===== src/rtl/data_modp_pkg.sv =====
// Shared types and defaults for the sequential modular reducer.
package data_modp_pkg;

  localparam int unsigned DW_DEF  = 512;
  localparam int unsigned MW_DEF  = 256;
  localparam int unsigned BPC_DEF = 1;

  typedef enum logic {
    IDLE,
    RUN
  } state_t;

  // Counter must be able to hold N = dw/bpc.
  function automatic int unsigned cnt_w(input int unsigned dw, input int unsigned bpc);
    return $clog2(dw / bpc + 1);
  endfunction

endpackage


===== src/rtl/data_modp_seq_step.sv =====
// One restoring-remainder step: shift in a dividend bit, subtract the modulus if it fits.
module modp_step
  import data_modp_pkg::*;
#(
  parameter int unsigned MW = MW_DEF
) (
  input  logic [MW-1:0] r,
  input  logic          din,
  input  logic [MW-1:0] m,
  output logic [MW-1:0] r_next
);

  logic [MW:0]   shifted;
  logic [MW+1:0] diff;

  assign shifted = {r, din};
  assign diff    = {1'b0, shifted} - {2'b00, m};
  // A borrow means shifted < m; since r < m held before, the kept value fits in MW bits.
  assign r_next  = diff[MW+1] ? shifted[MW-1:0] : diff[MW-1:0];

endmodule


===== src/rtl/data_modp_seq.sv =====
// Sequential data_i mod modp_i with fixed DW/BPC-cycle latency, abort and zero-modulus error.
module data_modp_seq
  import data_modp_pkg::*;
#(
  parameter int unsigned DW  = DW_DEF,
  parameter int unsigned MW  = MW_DEF,
  parameter int unsigned BPC = BPC_DEF
) (
  input  logic          clk_i,
  input  logic          arst_ni,
  input  logic          dstr_i,
  input  logic          abort_i,
  input  logic [DW-1:0] data_i,
  input  logic [MW-1:0] modp_i,
  output logic          dbusy_o,
  output logic          dend_o,
  output logic          derr_o,
  output logic [MW-1:0] dmod_o
);

  localparam int unsigned N  = DW / BPC;
  localparam int unsigned CW = cnt_w(DW, BPC);
  localparam logic [CW-1:0] LAST = CW'(N - 1);

  state_t        state_q, state_next;
  logic [MW-1:0] m_q;
  logic [DW-1:0] q_q;
  logic [MW-1:0] r_q;
  logic [CW-1:0] cnt_q;
  logic          start;
  logic [MW-1:0] r_chain [BPC+1];

  assign start   = (state_q == IDLE) && dstr_i && !abort_i;
  assign dbusy_o = (state_q == RUN);

  assign r_chain[0] = r_q;
  for (genvar g = 0; g < BPC; g++) begin : g_step
    modp_step #(.MW(MW)) u_step (
      .r      (r_chain[g]),
      .din    (q_q[DW-1-g]),
      .m      (m_q),
      .r_next (r_chain[g+1])
    );
  end

  always_ff @(posedge clk_i) begin
    if (!arst_ni) state_q <= IDLE;
    else          state_q <= state_next;
  end

  always_comb begin
    state_next = state_q;
    unique case (state_q)
      IDLE:    if (start && modp_i != '0) state_next = RUN;
      RUN:     if (abort_i || cnt_q == LAST) state_next = IDLE;
      default: state_next = IDLE;
    endcase
  end

  always_ff @(posedge clk_i) begin
    if (!arst_ni) begin
      m_q    <= '0;
      q_q    <= '0;
      r_q    <= '0;
      cnt_q  <= '0;
      dend_o <= 1'b0;
      derr_o <= 1'b0;
      dmod_o <= '0;
    end else begin
      dend_o <= 1'b0;
      derr_o <= 1'b0;
      if (start) begin
        if (modp_i == '0) begin
          dend_o <= 1'b1;
          derr_o <= 1'b1;
          dmod_o <= '0;
        end else begin
          m_q   <= modp_i;
          q_q   <= data_i;
          r_q   <= '0;
          cnt_q <= '0;
        end
      end else if (state_q == RUN && !abort_i) begin
        r_q   <= r_chain[BPC];
        q_q   <= q_q << BPC;
        cnt_q <= cnt_q + CW'(1);
        if (cnt_q == LAST) begin
          dmod_o <= r_chain[BPC];
          dend_o <= 1'b1;
        end
      end
    end
  end

`ifndef SYNTHESIS
  logic [MW-1:0] model_q;

  always_ff @(posedge clk_i) begin
    if (!arst_ni) begin
      model_q <= '0;
    end else begin
      if (start && modp_i != '0) model_q <= MW'(data_i % DW'(modp_i));
      if (dend_o && !derr_o)
        assert (dmod_o == model_q)
        else $error("data_modp_seq checker: result %h model %h", dmod_o, model_q);
    end
  end
`endif

endmodule


===== config.mk =====
export PLATFORM = sky130hd
export DESIGN_NAME = data_modp_seq
export DESIGN_NICKNAME = d
export VERILOG_FILES = /design/src/rtl/data_modp_pkg.sv /design/src/rtl/data_modp_seq_step.sv /design/src/rtl/data_modp_seq.sv
export SDC_FILE = /design/constraint.sdc
export NUM_CORES = 2
export LEC_CHECK = 0
export BUFFER_PORTS_ARGS = -buffer_cell sky130_fd_sc_hd__buf_2
export CORE_AREA = 2 2 405 407
export DETAILED_ROUTE_END_ITERATION = 16
export DIE_AREA = 0 0 407 409
export PLACE_DENSITY = 0.65
export REMOVE_ABC_BUFFERS = 1
export SETUP_SLACK_MARGIN = 0.2
export SLEW_MARGIN = 20
export SYNTH_ARGS = -nofsm -noshare
export SYNTH_HDL_FRONTEND = slang
export SYNTH_SLANG_ARGS = --single-unit

===== constraint.sdc =====
create_clock -name clk_i -period 5.06 [get_ports clk_i]
set_input_delay 0.506 -clock clk_i [delete_from_list [all_inputs] [get_ports clk_i]]
set_output_delay 0.506 -clock clk_i [all_outputs]
set_load 0.01 [all_outputs]

Word level (Yosys, flattened, before mapping)
Index checks and enable logic that the tools add are counted.

Logic and storage cells: 50. Latch bits: 0. Output and inout port bits: 259. Bits in read-only memories: 0. Memories: 0. Register bits after elaboration: 1293. RAM bits: 0.

Multiplexer cells: 21. Eq/ne operators: 3. Shifts and indexed selects: 0. Add/subtract/negate cells: 2. Reductions and logical operators: 14. Div/mod/pow operators: 0. Multiply operators: 0. Bitwise operators: 2. Magnitude comparators: 0.

Operators with widths (count): 256-bit two-way mux (8); 512-bit two-way mux (3); 257-bit by 256-bit subtractor with 258-bit output (1); 256-bit logical NOT (1); 256-bit nonzero test (1); 10-bit two-way mux (3); 10-bit by 1-bit adder with 10-bit output (second input constant) (1); 10-bit by 9-bit == test with 1-bit output (second input constant) (1); 1-bit two-way mux (6); 2-bit AND reduction (3); 1-bit logical AND (4); 2-bit nonzero test (2); 3-bit AND reduction (1); 2-bit by 1-bit != test with 1-bit output (second input constant) (1); 2-bit != test (second input constant) (1); 1-bit inverter (2); 1-bit case mux with 2 select lines (1); 1-bit logical NOT (1); 1-bit logical OR (1).

Longest topological paths before layout
Depth after elaboration: 6. Gate-level depth with buffers: 21. Mapped depth without buffers: 18.

Hierarchy
Synthesis repeated with hierarchy kept, for this count alone.

Cells, all modules: 8755. Area total of the unflattened synthesis: 68366.8 um^2.

Modules (own cells, without submodules): data_modp_seq (instances 1, area an instance 45491.1 um^2, sequential area each 25884.8 um^2, cells an instance 4739); modp_step (instances 1, area an instance 22875.7 um^2, sequential area each 0.0 um^2, cells an instance 4016).

Worst setup path before layout
No wires, ideal clock.

Path type: register to register. From: register m_q[47]. To: register dmod_o[255]. Setup time: 0.122 ns. Arrival: 3.986 ns. Required time: 4.938 ns. Slack: 0.952 ns. Stages on the path, launching flop included: 19. Path through: dfxtp_1 > inv_1 > ha_1 > buf_2 > nand4_1 > or4_1 > or3_1 > a2111oi_2 > a221oi_1 > o211ai_2 > nor3_2 > a21oi_2 > o21ai_2 > o41a_1 > nor3b_2 > o31ai_4 > a21boi_1 > xnor2_2 > a221o_1.

Longest elaborated chain between the ends: 5.

RTL lines: start, declared (line data_modp_seq.sv:26) `logic [MW-1:0] m_q;`; start signal, assigned (line data_modp_seq.sv:78) `m_q <= modp_i;`; 257-bit by 256-bit subtractor with 258-bit output (line data_modp_seq_step.sv:17) `assign diff = {1'b0, shifted} - {2'b00, m};`; 256-bit two-way mux (line data_modp_seq_step.sv:19) `assign r_next = diff[MW+1] ? shifted[MW-1:0] : diff[MW-1:0];`; 256-bit two-way mux (line data_modp_seq.sv:87) `if (cnt_q == LAST) begin`; 256-bit two-way mux (line data_modp_seq.sv:83) `end else if (state_q == RUN && !abort_i) begin`; 256-bit two-way mux (line data_modp_seq.sv:72) `if (start) begin`; end signal, assigned (line data_modp_seq.sv:88) `dmod_o <= r_chain[BPC];`; end, declared (line data_modp_seq.sv:18) `output logic [MW-1:0] dmod_o`.

Every way passes these cells. The select of a mux whose other input is x is not followed. A chain may end at the register's enable or synchronous reset.

Worst setup path in the final report
From: register m_q[44]. To: register r_q[70].

Longest elaborated chain between the ends: 4.

RTL lines: 257-bit by 256-bit subtractor with 258-bit output (line data_modp_seq_step.sv:17); 256-bit two-way mux (line data_modp_seq_step.sv:19); 256-bit two-way mux (line data_modp_seq.sv:83); 256-bit two-way mux (line data_modp_seq.sv:72); end signal, assigned (line data_modp_seq.sv:84) `r_q <= r_chain[BPC];`; end, declared (line data_modp_seq.sv:28) `logic [MW-1:0] r_q;`.

Every way passes these cells. The select of a mux whose other input is x is not followed.

==> impl_metrics.py <==
metrics = {
    "sta": {
        "slew_headroom": 0.1589,
        "unrepaired_setup_endpoints_after_global_routing": "yes",
        "tightestPinTransition_ns": 1.250,
        "post-route-min-period_ns": 4.827,
        "finalCritPeriodShare": 0.9539,
        "final-max-slew-violation-count": 0,
        "timing.final.setup_violations": 0,
        "finalClockSkew_ns": 0.03863,
        "final_hold_viol_count": 0,
        "setup_slack_ns": 0.2332,
        "max_freq_mhz": 207.2,
    },
    "yosys": {
        "synthesis.area_um2": 69720,
        "synth-seq-cells": 1293,
        "ys_dominant_reg_cell": "sky130_fd_sc_hd__dfxtp_1",
        "synth_edf_count": 0,
        "synthesis.area_per_instance_um2": 7.196,
        "gate_count_of_the_mapped_netlist": 9688,
        "synthArstFlopShare": 0,
        "synth.yosys.seq_area_share": 0.3713,
        "yosys_warnings": 0,
        "number_of_distinct_library_cells_after_synthesis": 96,
    },
    "grt": {
        "grt_first_pass_wirelength_mm": 475.7,
        "total_routing_usage_gr": 0.3754,
        "grt_max_degree": 224,
        "antenna_found_initial": 55,
        "via_count_of_the_first_global_routing_pass": 75642,
        "globalRouteOverflowTotal": 0,
    },
    "detailed_routing": {
        "wire_per_inst_um": 24.19,
        "wire_length_on_met1_mm": 135.2,
        "amount_of_wire_on_met3_after_detailed_routing_mm": 29.32,
        "top_signal_layer_used": "met5",
        "detail-route-antenna-nets": 0,
        "met2RoutedLength_mm": 143.5,
        "drt_first_iter_violations": 8651,
        "detail_route.drc_violations": 0,
        "routed_wirelength_mm": 329.4,
        "drt-pass1-iter-count": 8,
        "vias": 79957,
        "viasPerCell": 5.871,
    },
    "place": {
        "preCtsSetupSlack_ns": -0.2998,
        "place_congestion": 1.048,
        "numPortBuffers": 1030,
        "detailedPlacementHpwl_mm": 246.5,
    },
    "setup_path": {
        "critical_path_arrival_ns": 5.48,
        "crit_slowest_cell": "sky130_fd_sc_hd__o21ai_0",
        "critical_path_required_ns": 5.72,
        "cell_by_cell_trace_of_the_critical_path": "inv_1 > ha_1 > buf_4 > a21oi_1 > o21a_1 > o21ai_2 > a31oi_2 > o221ai_4 > a21oi_2 > nand3b_1 > a211oi_4 > buf_4 > o31ai_4 > nand2_2 > o41ai_4 > a31o_4 > buf_4 > clkbuf_16 > o21ai_0 > o21ai_0",
        "worst-r2r-cell-count": 20,
        "endpoint_kind": "flip-flop",
        "worst_path_largest_cell_delay_ns": 0.45,
        "critPathMostFrequentCell": "sky130_fd_sc_hd__buf_4",
        "setup.worst_path.class": "flip-flop to flip-flop",
        "critPathLaunchType": "flip-flop",
        "crit_fanout": 16,
    },
    "final_layout": {
        "mostFrequentLayoutCell": "sky130_fd_sc_hd__nand2_1",
        "area.growth.synth_to_final_pct": 31.11,
        "commonest_cells_after_routing_fill_and_taps_aside": "sky130_fd_sc_hd__nand2_1 (2575), sky130_fd_sc_hd__dfxtp_1 (1293), sky130_fd_sc_hd__buf_2 (1030), sky130_fd_sc_hd__nor2_1 (896), sky130_fd_sc_hd__o21ai_0 (856)",
        "nets": 12313,
        "layout-drive-gt1-share": 0.1598,
    },
    "power": {
        "power_report.internal_total_w": 0.01963,
        "power_density_nw_per_um2": 324.0,
        "p_leak_nw": 37.49,
        "sequentialPowerShare": 0.369,
        "share_clk_of_total_power": 0.366,
        "total_power_w": 0.02962,
        "vdd.ir_drop.worst_uv": 383.3,
        "power.switching_fraction": 0.3371,
        "power_switching_w": 0.009986,
        "power_frac_comb": 0.265,
    },
    "status": {
        "run_status": "complete, no violations",
    },
    "clocking": {
        "worst_skew_pair.late_latency_ns": 0.84,
        "numClockSinks": 1293,
        "clock_tree_buffer_depth": 3,
        "clock_tree.htree_level_count": 4,
        "cts_tree": "built",
        "cts_inserted_buffers": 143,
        "clk_slew_on_worst_s_h_paths_ns": 0.06,
        "clockRootBuffer": "sky130_fd_sc_hd__clkbuf_16",
    },
    "die": {
        "design.die.area_um2": 166500,
        "core_um2": 162000,
        "start_util": 0.4303,
        "io_pins": 1031,
        "die_y_um": 409,
        "dieWidth_um": 407,
        "placementRows": 148,
    },
    "flow_run": {
        "maxCapViolations": 0,
    },
    "hold_path": {
        "timing.hold.worst_path_depth": 3,
        "hp-class": "input pin to flip-flop",
    },
}
-- critical path, delay by kind of cell (launching register included) --
kind                       cells  cell delay [ns]
DFF                            1             0.33
and+or+nand+nor                2             0.34
buffers and inverters          5             0.80
AOI/OAI and AO/OA             12             2.84
adders and majority gates      1             0.31
-- synth_stat cells (42+ instances only) --
| cell | n | area, um^2 |
|---|---|---|
| sky130_fd_sc_hd__a21o_1 | 116 | 870.8 |
| sky130_fd_sc_hd__a311oi_1 | 522 | 4572 |
| sky130_fd_sc_hd__inv_1 | 354 | 1329 |
| sky130_fd_sc_hd__nor3_1 | 67 | 335.3 |
| sky130_fd_sc_hd__a22o_1 | 43 | 376.6 |
| sky130_fd_sc_hd__a21oi_1 | 806 | 4034 |
| sky130_fd_sc_hd__o21bai_1 | 96 | 720.7 |
| sky130_fd_sc_hd__nand4_1 | 165 | 1032 |
| sky130_fd_sc_hd__o21ai_0 | 875 | 4379 |
| sky130_fd_sc_hd__xor2_1 | 100 | 875.8 |
| sky130_fd_sc_hd__clkbuf_1 | 612 | 2297 |
| sky130_fd_sc_hd__ha_1 | 257 | 3216 |
| sky130_fd_sc_hd__nand3_1 | 53 | 265.3 |
| sky130_fd_sc_hd__xnor2_1 | 147 | 1287 |
| sky130_fd_sc_hd__nand2_1 | 2583 | 9696 |
| sky130_fd_sc_hd__o21ai_1 | 42 | 210.2 |
| sky130_fd_sc_hd__buf_2 | 50 | 250.2 |
| sky130_fd_sc_hd__dfxtp_1 | 1293 | 25880 |
| sky130_fd_sc_hd__nor4_1 | 105 | 656.9 |
| sky130_fd_sc_hd__nor2_1 | 908 | 3408 |
-- power by group through the flow --
stage	logic [W]	clock network, W	registers [W]
2_1_floorplan	0.00474	0	0.0111
3_3_place_gp	0.00686	0	0.0111
6_report	0.00785	0.0108	0.0109
3_5_place_dp	0.00686	0	0.0111
5_1_grt	0.00835	0.0113	0.0110
4_1_cts	0.00738	0.0109	0.0109
-- flip-flops by register name, indices dropped and copies added (netlist names) --
signal,cells
cnt_q,10
dbusy_o,1
dend_o,1
derr_o,1
dmod_o,256
m_q,256
q_q,512
r_q,256
-- kinds of logic (layout without fill, tap and decap cells) --
family	after synthesis	in the layout	share of synthesized area
AOI/OAI and AO/OA	2801	2801	0.2540
xor gates and xnor gates	248	248	0.03126
adders and majority gates	258	258	0.04641
buffers and inverters	1030	2735	0.05676
DFF	1293	1293	0.3713
muxes	32	32	0.004594
other	0	52	0
and+or+nand+nor	4026	4026	0.2357
-- through the flow --
stage            util  instance area [um^2]  TNS [ns]  instances  hold WS, ns
2_1_floorplan       -                 67090         -       9013       0.4220
3_3_place_gp   0.4839                 78410    -23.44      12576       0.4343
3_5_place_dp   0.4839                 78410    -5.636      12576       0.4365
4_1_cts        0.5589                 90550         0      13549     0.003425
5_1_grt        0.5640                 91390         0      13612      0.02009
6_report       0.5641                 91410         0      13620      0.04431
-- layer usage --
metal | vias up | global-route usage
li1 | 36977 | -
met1 | 38003 | 0.4887
met2 | 4148 | 0.5799
met3 | 823 | 0.07065
met4 | 6 | 0.2133
met5 | - | 0
-- worst paths after layout --
check / start / endpoint / slack, ns
min reg2reg: dmod_o[48] / dmod_o[48] / 0.45
max reg2reg: m_q[44] / r_q[70] / 0.23
max: m_q[44] / r_q[70] / 0.23
min: modp_i[109] / m_q[109] / 0.04
-- area by class of cell --
class / instances / area [um^2]
Sequential cell: 1293 / 25880
Clock buffer: 198 / 4078
Tap cell: 2175 / 2721
Multi-Input combinational cell: 7365 / 40590
Timing Repair Buffer: 2125 / 15920
Inverter: 355 / 1340
Fill cell: 15117 / 70620
Clock inverter: 57 / 737.0
Antenna cell: 52 / 130.1
-- repair_timing --
action / 4_1_cts / 5_1_grt
endpoints found under the hold margin: 715 / 0
resized for setup: 34 / 119
endpoints found under the setup margin: 497 / 489
gates cloned: 0 / 6
setup buffers: 3 / 13
pin swaps: 4 / 18
hold buffers: 715 / 0
Note: power is estimated with default switching activity, not from simulation.
